<file path="src/rtl/adf4360_pkg.sv">
// adf4360_pkg: shared state encoding, latch selects and defaults for the ADF4360 sequencer
package adf4360_pkg;
  typedef enum logic [2:0] {
    S_IDLE, S_LOAD, S_TRIG, S_WAIT_START, S_WAIT_END, S_SETTLE, S_WAIT_LOCK, S_FINISH
  } state_t;
  localparam logic [1:0] SEL_R = 2'd0;
  localparam logic [1:0] SEL_C = 2'd1;
  localparam logic [1:0] SEL_N = 2'd2;
  localparam int NUM_PROF = 4;
  localparam int DEF_SETTLE_CYC = 1000;
  localparam int DEF_LOCK_TIMEOUT = 100000;
  function automatic int max3(input int a, input int b, input int c);
    return (a > b) ? ((a > c) ? a : c) : ((b > c) ? b : c);
  endfunction
endpackage

</file>
<file path="src/rtl/adf4360_lock_filter.sv">
// adf4360_lock_filter: synchronizes lock-detect and debounces it into a level with rise/fall strobes
module adf4360_lock_filter #(
  parameter int LOCK_STABLE = 16
) (
  input  logic clk_i,
  input  logic rst_i,
  input  logic ld_i,
  output logic lvl_o,
  output logic rise_o,
  output logic fall_o
);
  localparam int W = $clog2(LOCK_STABLE + 1);
  logic s1, s2, flip;
  logic [W-1:0] cnt;
  assign flip = (s2 != lvl_o) && (cnt == W'(LOCK_STABLE - 1));
  assign rise_o = flip & s2;
  assign fall_o = flip & ~s2;
  always_ff @(posedge clk_i or posedge rst_i)
    if (rst_i) begin
      s1 <= 1'b0;
      s2 <= 1'b0;
      cnt <= '0;
      lvl_o <= 1'b0;
    end else begin
      s1 <= ld_i;
      s2 <= s1;
      cnt <= (s2 == lvl_o || flip) ? '0 : cnt + W'(1);
      if (flip) lvl_o <= s2;
    end
endmodule

</file>
<file path="src/rtl/adf4360_ctrl.sv">
// adf4360_ctrl: profile table and program/trigger/lock-qualify sequencer for the ADF4360 programmer
module adf4360_ctrl
  import adf4360_pkg::*;
#(
  parameter int SETTLE_CYC = DEF_SETTLE_CYC,
  parameter int LOCK_STABLE = 16,
  parameter int LOCK_TIMEOUT = DEF_LOCK_TIMEOUT,
  parameter int START_GUARD = 15
) (
  input  logic        clk_i,
  input  logic        rst_i,
  input  logic        wr_i,
  input  logic [1:0]  wr_prof_i,
  input  logic [1:0]  wr_sel_i,
  input  logic [23:0] wr_data_i,
  input  logic        req_i,
  input  logic [1:0]  req_prof_i,
  output logic        busy_o,
  output logic        done_o,
  output logic        locked_o,
  output logic        timeout_o,
  output logic        err_o,
  output logic        lost_o,
  output logic [1:0]  cur_prof_o,
  output logic        pll_trig_o,
  input  logic        pll_ready_i,
  output logic [23:0] pll_R_o,
  output logic [23:0] pll_C_o,
  output logic [23:0] pll_N_o,
  input  logic        ld_i
);
  localparam int CMAX = max3(SETTLE_CYC, LOCK_TIMEOUT, START_GUARD);
  localparam int CW = $clog2(CMAX + 1);
  state_t state, state_n;
  logic [CW-1:0] cnt;
  logic [23:0] tab [NUM_PROF][3];
  logic pend, accept, lvl, rise, fall, lvl_nx;
  logic [1:0] pend_prof, prof;
  adf4360_lock_filter #(.LOCK_STABLE(LOCK_STABLE)) u_filt (
    .clk_i(clk_i), .rst_i(rst_i), .ld_i(ld_i), .lvl_o(lvl), .rise_o(rise), .fall_o(fall)
  );
  assign lvl_nx = (lvl | rise) & ~fall;
  assign accept = (state == S_IDLE) && (req_i || pend) && pll_ready_i;
  always_comb begin
    state_n = state;
    case (state)
      S_IDLE:       state_n = accept ? S_LOAD : S_IDLE;
      S_LOAD:       state_n = S_TRIG;
      S_TRIG:       state_n = S_WAIT_START;
      S_WAIT_START: state_n = !pll_ready_i ? S_WAIT_END : (cnt == CW'(START_GUARD - 1)) ? S_FINISH : S_WAIT_START;
      S_WAIT_END:   state_n = pll_ready_i ? S_SETTLE : S_WAIT_END;
      S_SETTLE:     state_n = (cnt == CW'(SETTLE_CYC - 1)) ? S_WAIT_LOCK : S_SETTLE;
      S_WAIT_LOCK:  state_n = (lvl_nx || cnt == CW'(LOCK_TIMEOUT - 1)) ? S_FINISH : S_WAIT_LOCK;
      default:      state_n = S_IDLE;
    endcase
  end
  always_ff @(posedge clk_i or posedge rst_i)
    if (rst_i) begin
      state <= S_IDLE;
      cnt <= '0;
      pend <= 1'b0;
      pend_prof <= '0;
      prof <= '0;
      for (int p = 0; p < NUM_PROF; p++)
        for (int s = 0; s < 3; s++)
          tab[p][s] <= '0;
      busy_o <= 1'b0;
      done_o <= 1'b0;
      locked_o <= 1'b0;
      timeout_o <= 1'b0;
      err_o <= 1'b0;
      lost_o <= 1'b0;
      cur_prof_o <= '0;
      pll_trig_o <= 1'b0;
      pll_R_o <= '0;
      pll_C_o <= '0;
      pll_N_o <= '0;
    end else begin
      state <= state_n;
      cnt <= (state_n != state) ? '0 : (cnt == CW'(CMAX)) ? cnt : cnt + CW'(1);
      if (wr_i && wr_sel_i <= SEL_N) tab[wr_prof_i][wr_sel_i] <= wr_data_i;
      if (accept) begin
        prof <= req_i ? req_prof_i : pend_prof;
        pend <= 1'b0;
        locked_o <= 1'b0;
        timeout_o <= 1'b0;
        err_o <= 1'b0;
      end else if (req_i) begin
        pend <= 1'b1;
        pend_prof <= req_prof_i;
      end
      if (state == S_LOAD) begin
        pll_R_o <= tab[prof][SEL_R];
        pll_C_o <= tab[prof][SEL_C];
        pll_N_o <= tab[prof][SEL_N];
      end
      if (state != S_FINISH && state_n == S_FINISH) cur_prof_o <= prof;
      if (state == S_WAIT_START && state_n == S_FINISH) err_o <= 1'b1;
      if (state == S_WAIT_LOCK && state_n == S_FINISH) begin
        locked_o <= lvl_nx;
        timeout_o <= ~lvl_nx;
      end
      lost_o <= (state == S_IDLE) && locked_o && !lvl_nx;
      if (state == S_IDLE && locked_o && !lvl_nx) locked_o <= 1'b0;
      pll_trig_o <= state == S_TRIG;
      busy_o <= state != S_IDLE && state != S_FINISH;
      done_o <= state == S_FINISH;
    end
endmodule

</file>
<file path="config.mk">
export PLATFORM = sky130hd
export DESIGN_NAME = adf4360_ctrl
export DESIGN_NICKNAME = d
export VERILOG_FILES = /design/src/rtl/adf4360_pkg.sv /design/src/rtl/adf4360_lock_filter.sv /design/src/rtl/adf4360_ctrl.sv
export SDC_FILE = /design/constraint.sdc
export NUM_CORES = 1
export LEC_CHECK = 0
export BUFFER_PORTS_ARGS = -buffer_cell sky130_fd_sc_hd__buf_4
export CORE_MARGIN = 2
export CORE_UTILIZATION = 45
export CTS_CLUSTER_SIZE = 25
export DETAILED_ROUTE_END_ITERATION = 6
export PLACE_DENSITY = 0.73
export SYNTH_ARGS = -nofsm -noshare
export SYNTH_HDL_FRONTEND = slang
export SYNTH_SLANG_ARGS = --single-unit
</file>
<file path="constraint.sdc">
create_clock -name clk_i -period 13.2 [get_ports clk_i]
set_input_delay 2.64 -clock clk_i [delete_from_list [all_inputs] [get_ports clk_i]]
set_output_delay 2.64 -clock clk_i [all_outputs]
set_load 0.05 [all_outputs]
</file>
==> results by stage, run 1 <==
Outcome:
- The flow ran to the end, and the final reports show no timing, DRC or antenna violations.

Layout:
- In the layout the commonest cells are dfrtp_1, mux2_2, buf_4.
- Of the cells placed in the final design, the portion with a size suffix greater than 1 is 0.536.
- The library cell used most frequently in the layout, excluding fill and tap cells, is dfrtp_1.
- The area of all placed cells without fillers is 20000 sq um.
- At the end of the flow the core is filled with cells to 0.530.
- For this run, the post-layout net count is 1214.
- The area growth from synthesis to layout is 16.1%.

Clocking:
- The later-pin clock latency in the skew report is 550 ps.
- Buffers inserted to repair hold after CTS numbered 0.
- The TritonCTS clock tree is yes.
- Clock-pin slew was measured on the worst setup and hold paths at 60 ps.
- The H-tree depth reported by CTS is 2.
- After clock tree synthesis, the setup repair step added 0 buffers.
- The worst-case clock buffer depth is 3.
- Once the clock tree was built, the resizer swapped 0 gates to a different size.
- The buffer cell driving the clock tree root is clkbuf_16.
- The TritonCTS buffer count is 44.
- The clock net sink count is 402.

STA:
- The worst slew slack as a fraction of its limit is 0.256.
- Counting I/O delays and the setup requirement, the final critical path takes 4790 ps.
- For the final database, setup skew stands at 17.1 ps.
- The number of max-slew violations in the final report is 0.
- The slew at the pin closest to its max-slew limit is 1120 ps.
- The number of hold violations in the final report is 0.
- Summed over all failing endpoints, the final setup total negative slack is 0 ps.
- The maximum clock frequency is 209 MHz.
- The part of the cycle the worst path needs is 0.363.
- The setup slack of the critical path after layout is 8410 ps.
- Setup repair after global routing left no endpoint under its margin.
- Setup violations remaining at the end of the flow were counted as 0.

Critical path:
- STA classifies the critical path startpoint as an input pin.
- The slowest library cell on the worst path is buf_4.
- The arrival time at the worst endpoint is 5260 ps.
- The number of cells on the worst reg-to-reg path is 3.
- Across all register-to-register paths, the minimum setup slack is 10480 ps.
- The largest stage delay on the critical path is 820 ps.
- The data required time at the worst endpoint is 13670 ps.
- By instance count, the cell type seen most on the critical path is buf_4.
- In this run the critical register-to-register path is captured at pll_N_o[23].
- Walking the worst path, the cells encountered are buf_4, clkinvlp_4, buf_12, buf_4, buf_4.
- The kind of critical path is in2async.
- The worst register-to-register path begins at prof[0].
- The sort of element at the end of the critical path is an asynchronous set/reset pin.
- The biggest fanout along the worst timing path is 186.

Routing:
- In this run the remaining antenna-violating nets after routing total 0.
- The first-iteration detailed-routing DRC count is 473.
- In the final routed layout, each cell accounts on average for 20.7 microns.
- The via count is 9375.
- The final layout contains routed wiring with a total length of 35700 microns.
- The DRC violations left is 0.
- The pre-antenna-repair detailed-routing pass consisted of 4 iterations.
- The via count normalized by instance count is 5.45.

Power and ir drop:
- The static leakage is 8.67 nW.
- The ratio of total power to cell area is 225 nW/um^2.
- The worst ir drop on vdd is 0.137 mV.
- The total design power is 4.50 mW.

Place:
- Summed over all nets, the half-perimeter wirelength after detailed placement is 20600 microns.
- After detailed placement, the total cell area comes to 18500 sq um.
- The routability congestion estimate from global placement is 0.769.
- Buffers placed on the I/O ports in this run total 116.
- Timing analysis after detailed placement gives a worst setup slack of 7700 ps.

Min path:
- The path class of the tightest hold or removal check is reg2reg.
- The worst hold path begins at u_filt.s1.
- Along the worst hold path, the cell count comes to 0.
- For hold timing, the worst endpoint is u_filt.s2.

Yosys:
- Of all cell types, the one taking the most synthesized area is dfrtp_1.
- The share of synthesized area in the top cell type comes to 0.585.
- The number of nets produced by synthesis is 1127.
- In this run, distinct cell masters in the synthesized netlist total 47.
- The predominant post-synthesis flop cell is dfrtp_1.
- The post-synthesis average cell area is 15.8 sq um.
- In the post-synthesis netlist, the biggest area contributors are dfrtp_1, mux2_2, mux4_2, clkbuf_1, xor2_1.
- The mapped netlist covers 17200 sq um.
- The share of the Yosys chip area taken by registers is 0.585.
- The count of flip-flops with a built-in enable after synthesis is 0.
- The number of synthesized register bits is 402.
- The number of instances in the synthesized netlist is 1086.
- For this run, the number of Yosys warnings is 0.
- Of all flip-flops after synthesis, the portion carrying an async set or reset was 1.00.

Floorplan:
- From left edge to right edge, the die measures 199 microns.
- For this configuration, the core starts out at a cell density of 0.456.
- After floorplanning, the core was divided into 71 placement rows.
- The core area is 37700 sq um.
- From bottom edge to top edge, the die measures 199 microns.
- 117 I/O pins were placed.
- The floorplan step defined a die boundary enclosing 39800 sq um.

GRT:
- The via count of the first global-routing pass was 9843.
- The initial antenna violation count is 1.
- Across every metal layer, demand over resource in global routing totals 0.187.
- The first global-routing pass estimated 57100 microns of wire.
- The overflow left after global routing is 0.
- Entering global routing, the biggest net connects 187 pins.

Run:
- The tool flagged a number of max-cap violations equal to 0.
## worst max-delay path: cells and delay by family
family | cells | cell delay (ps)
buf+inv | 5 | 2410
## state kept, by name, summed over array words and instances, names as in the netlist, 2 cells and up
name,count
pll_C_o,24
cnt,17
pll_N_o,24
state,3
pll_R_o,24
cur_prof_o,2
tab,288
u_filt.cnt,5
prof,2
pend_prof,2
## per-stage QoR
| step | hold WS [ps] | instances |
|---|---|---|
| final | 341 | 1720 |
| after global routing | 343 | 1719 |
| after CTS | 344 | 1719 |
| after detailed placement | 340 | 1638 |
| after global placement | 335 | 1638 |
| after floorplan | 331 | 1086 |
## worst max-delay path by stage
stage	startpoint	endpoint	cells after the start	slack, ps
2_1_floorplan	rst_i	busy_o	1	5150
3_3_place_gp	rst_i	prof[1]	5	7770
3_5_place_dp	rst_i	prof[0]	5	7700
4_1_cts	rst_i	prof[0]	5	8260
5_1_grt	rst_i	prof[0]	5	7930
6_report	rst_i	prof[0]	5	8410
## power breakdown
part | internal, mW | total [mW] | switching [mW]
logic | 0.693 | 1.47 | 0.776
clock network | 0.724 | 1.21 | 0.486
registers | 1.57 | 1.82 | 0.249
total | 2.99 | 4.50 | 1.51
## cell type report
type | instances | area (sq um)
fillers | 3129 | 17700
flip-flops and latches | 402 | 10100
multi-input cells | 591 | 6810
clock buffers | 72 | 1360
repair buffers | 126 | 958
well taps | 511 | 639
clock inverters | 9 | 91.3
inverters | 8 | 33.8
diodes | 1 | 2.50
## cell families (layout without fill, tap and decap cells)
| logic type | after synthesis | after routing | synth area share |
|---|---|---|---|
| AOI/OAI and AO/OA | 17 | 17 | 0.00735 |
| xor gates and xnor gates | 18 | 18 | 0.00917 |
| adders and majority gates | 5 | 5 | 0.00364 |
| buffers and inverters | 93 | 215 | 0.0218 |
| DFF | 402 | 402 | 0.585 |
| muxes | 440 | 440 | 0.335 |
| other | 0 | 1 | 0 |
| and+or+nand+nor | 111 | 111 | 0.0376 |
## Yosys cell counts (all sizes together) (2+ instances only)
cell and number:
dfrtp 402, mux2 364, mux4 72, clkbuf 64, nor2 23, buf 21
nor3 18, nand3 14, nand2 11, xor2 11, nand2b 10, inv 8
xnor2 7, and3 5, ha 5, nand4 5, a21oi 4, mux2i 4
nand3b 4, o21ai 4, a211oi 3, nor3b 3, nor4 3, and2 2
and4b 2, nor2b 2, or3 2
## per-layer routing
layer	up-vias	global-route usage	wire (microns)
li1	4154	-	-
met1	4990	0.270	16400
met2	179	0.292	16700
met3	52	0.0383	1940
met4	0	0.0469	662
met5	-	0	0
(Power assumes the default switching activity.)
==> run 2: changes to the inputs <==
Clock period 13.2 ns to 4.1 ns, I/O delays scaled along.
==> run 2 against run 1 <==
Against the previous run:
- routed wire length fell by 0.64%
- power rose to 3.2 times the previous value
- via count grew 0.17%
- sequential share of layout area is 0.085 points lower
- critical endpoint is now cnt[2]
- sequential cell count is the same
- first-iteration DRC count grew 4.7%
- clock-buffer cell count decreased by 8
- non-clock buffer count rose by 8
- sequential power increased to 3.2 times the previous value
- hold slack better by 5.3 ps
- design area grew 0.17%
==> results by stage, run 2 (synthesis results as in run 1) <==
Clocking:
- The later-pin clock latency in the skew report is 540 ps.
- TritonCTS created 43 clock buffers.
- TritonCTS built the clock tree.
- The number of gates resized after CTS was 0.
- For this design, the sink count on the clock tree is 402.
- The number of hold buffers added after CTS was 0.
- After clock tree synthesis, the clock-pin slew on the worst setup and hold paths is 60 ps.
- CTS placed an instance of clkbuf_16 at the clock tree root.
- In this run the deepest clock path goes through 3 buffers.
- The setup fix buffers added after clock tree synthesis is 0.
- The H-tree was split into 2 levels.

Layout:
- In the final layout, the share of cells above drive strength 1 is 0.539.
- The area growth from synthesis to layout is 16.3%.
- The final layout contains 1221 nets.
- The register with the most flip-flops in the layout has 288 of them.
- Leaving out fill and tap cells, the most frequent cells in the layout are dfrtp_1, mux2_2, buf_4.
- The most common cell after layout, fill and taps aside is dfrtp_1.
- The final standard cell utilization of the core is 0.531.
- Counting flops per register, the top entry is tab.

Routing:
- The number of search-and-repair iterations in the first detailed-routing pass is 6.
- Summed over all layers, the routed wires come to 35500 microns.
- For this block, wires on met1 add up to 16300 microns.
- Routed signal wires occupy layers up through met4.
- The met3 layer wire length in the routed design is 1740 microns.
- The remaining antenna violation count after routing is 0.
- For this block, the initial DRC count from the detailed router was 495.
- In the routed layout, each cell is associated on average with a via count of 5.46.
- The DRC violations left is 0.
- The routed length on met2 is 16700 microns.
- The routed layout has 9391 vias.
- In the final routed layout, each cell accounts on average for 20.6 microns.

STA:
- Setup violations remaining at the end of the flow were counted as 0.
- The number of hold violations in the final report is 0.
- Clock skew on the completed layout was measured at 15.4 ps.
- The slew at the pin closest to its max-slew limit is 1100 ps.
- Headroom to the max-slew limit came out at 0.267.
- The number of max-slew violations in the final report came to 0.
- Setup repair after global routing left no endpoint under its margin.
- The clock period could shrink to 2480 ps.
- The part of the cycle the worst path needs is 0.605.
- Summed over all failing endpoints, the final setup total negative slack is 0 ps.
- The maximum clock frequency is 403 MHz.

Place:
- Routability-driven placement finished with a final weighted congestion of 0.714.
- The detailed-placement wirelength estimate is 21600 microns.
- The number of buffers inserted by port buffering is 116.

Floorplan:
- The overall die area is 39800 sq um.
- The initial utilization of the core area, before any placement, comes to 0.456.
- The floorplan step set the die height to 199 microns.
- The I/O pin count is 117.
- The core area is 37700 sq um.
- From left edge to right edge, the die measures 199 microns.
- Row generation in the floorplan step produced 71 rows.

Power and ir drop:
- Total power for the finished layout comes to 14.3 mW.
- The static leakage is 8.70 nW.
- The ratio of total power to cell area is 715 nW/um^2.
- VDD sags by at most 0.417 mV.

Critical path:
- Counting stages on the worst path, the most repeated cell is ha_1.
- Walking the worst path, the cells encountered are ha_1, and3_1, ha_1, mux2i_1, o221ai_1, o21ba_1, a211oi_1.
- The kind of critical path is reg2reg.
- The data required time at the worst endpoint is 4540 ps.
- The largest stage delay on the critical path is 450 ps.
- The sort of element at the end of the critical path is a flop.
- STA puts the critical path data arrival time at 2920 ps.
- Along the worst path, the maximum fanout reaches 17.
- The slowest library cell on the worst path is o21ba_1.
- STA classifies the critical path startpoint as a flop.

GRT:
- The largest net degree at the start of global routing is 73.
- Summed over all layers, the global routing overflow is 0.
- The initial antenna violation count is 1.
- The via count of the first global-routing pass is 10100.
- The wire length of the first global-routing pass is 57600 microns.
- The overall fraction of global-route tracks in use is 0.187.

Outcome:
- The flow ran to the end, and the final reports show no timing, DRC or antenna violations.

Min path:
- The tightest min-delay check is of the reg2reg type.

Run:
- The tool flagged a number of max-cap violations equal to 0.
## run 2: critical path: cells and delay by family (launching register included)
kind	cells	cell delay, ps
AO/OA/AOI/OAI	3	1020
adder cells (fa/ha/maj)	2	430
flip-flops	1	390
multiplexers	1	350
AND/OR/NAND/NOR	1	200
## run 2: cell type report
| cell class | count | area (sq um) |
|---|---|---|
| Fill cell | 3069 | 17700 |
| Sequential cell | 402 | 10100 |
| Multi-Input combinational cell | 591 | 6810 |
| Clock buffer | 64 | 1260 |
| Timing Repair Buffer | 134 | 1090 |
| Tap cell | 511 | 639 |
| Clock inverter | 10 | 82.6 |
| Inverter | 8 | 33.8 |
| Antenna cell | 1 | 2.50 |
## run 2: through the flow
step           cells  hold slack [ps]  setup slack (ps)  instance area, sq um
2_1_floorplan   1086              331             -2130                 17200
3_3_place_gp    1646              335              1330                 18600
3_5_place_dp    1646              336              1270                 18600
4_1_cts         1720              349              1570                 20000
5_1_grt         1720              360              1370                 20000
6_report        1721              346              1620                 20000
## run 2: path summary, 6_finish.rpt
path | slack [ps] | depth (start not counted) | end | start
max | 1620 | 7 | cnt[2] | u_filt.cnt[0]
min | 350 | 0 | u_filt.s2 | u_filt.s1
max reg2reg | 1620 | 7 | cnt[2] | u_filt.cnt[0]
min reg2reg | 350 | 0 | u_filt.s2 | u_filt.s1
max in group asynchronous | 2650 | 4 | pll_N_o[0] | rst_i
min in group asynchronous | 440 | 2 | tab[278] | rst_i
## run 2: metal layers
metal | up-vias | global-route usage
met5 | - | 0
met4 | 0 | 0.0488
met3 | 49 | 0.0339
met2 | 191 | 0.297
met1 | 4988 | 0.269
li1 | 4163 | -
## run 2: power by group
part | internal [mW] | switching (mW) | leakage [nW]
clock | 2.19 | 1.51 | 0.671
sequential | 5.05 | 0.821 | 4.97
combinational | 2.26 | 2.48 | 3.05
total | 9.49 | 4.81 | 8.70
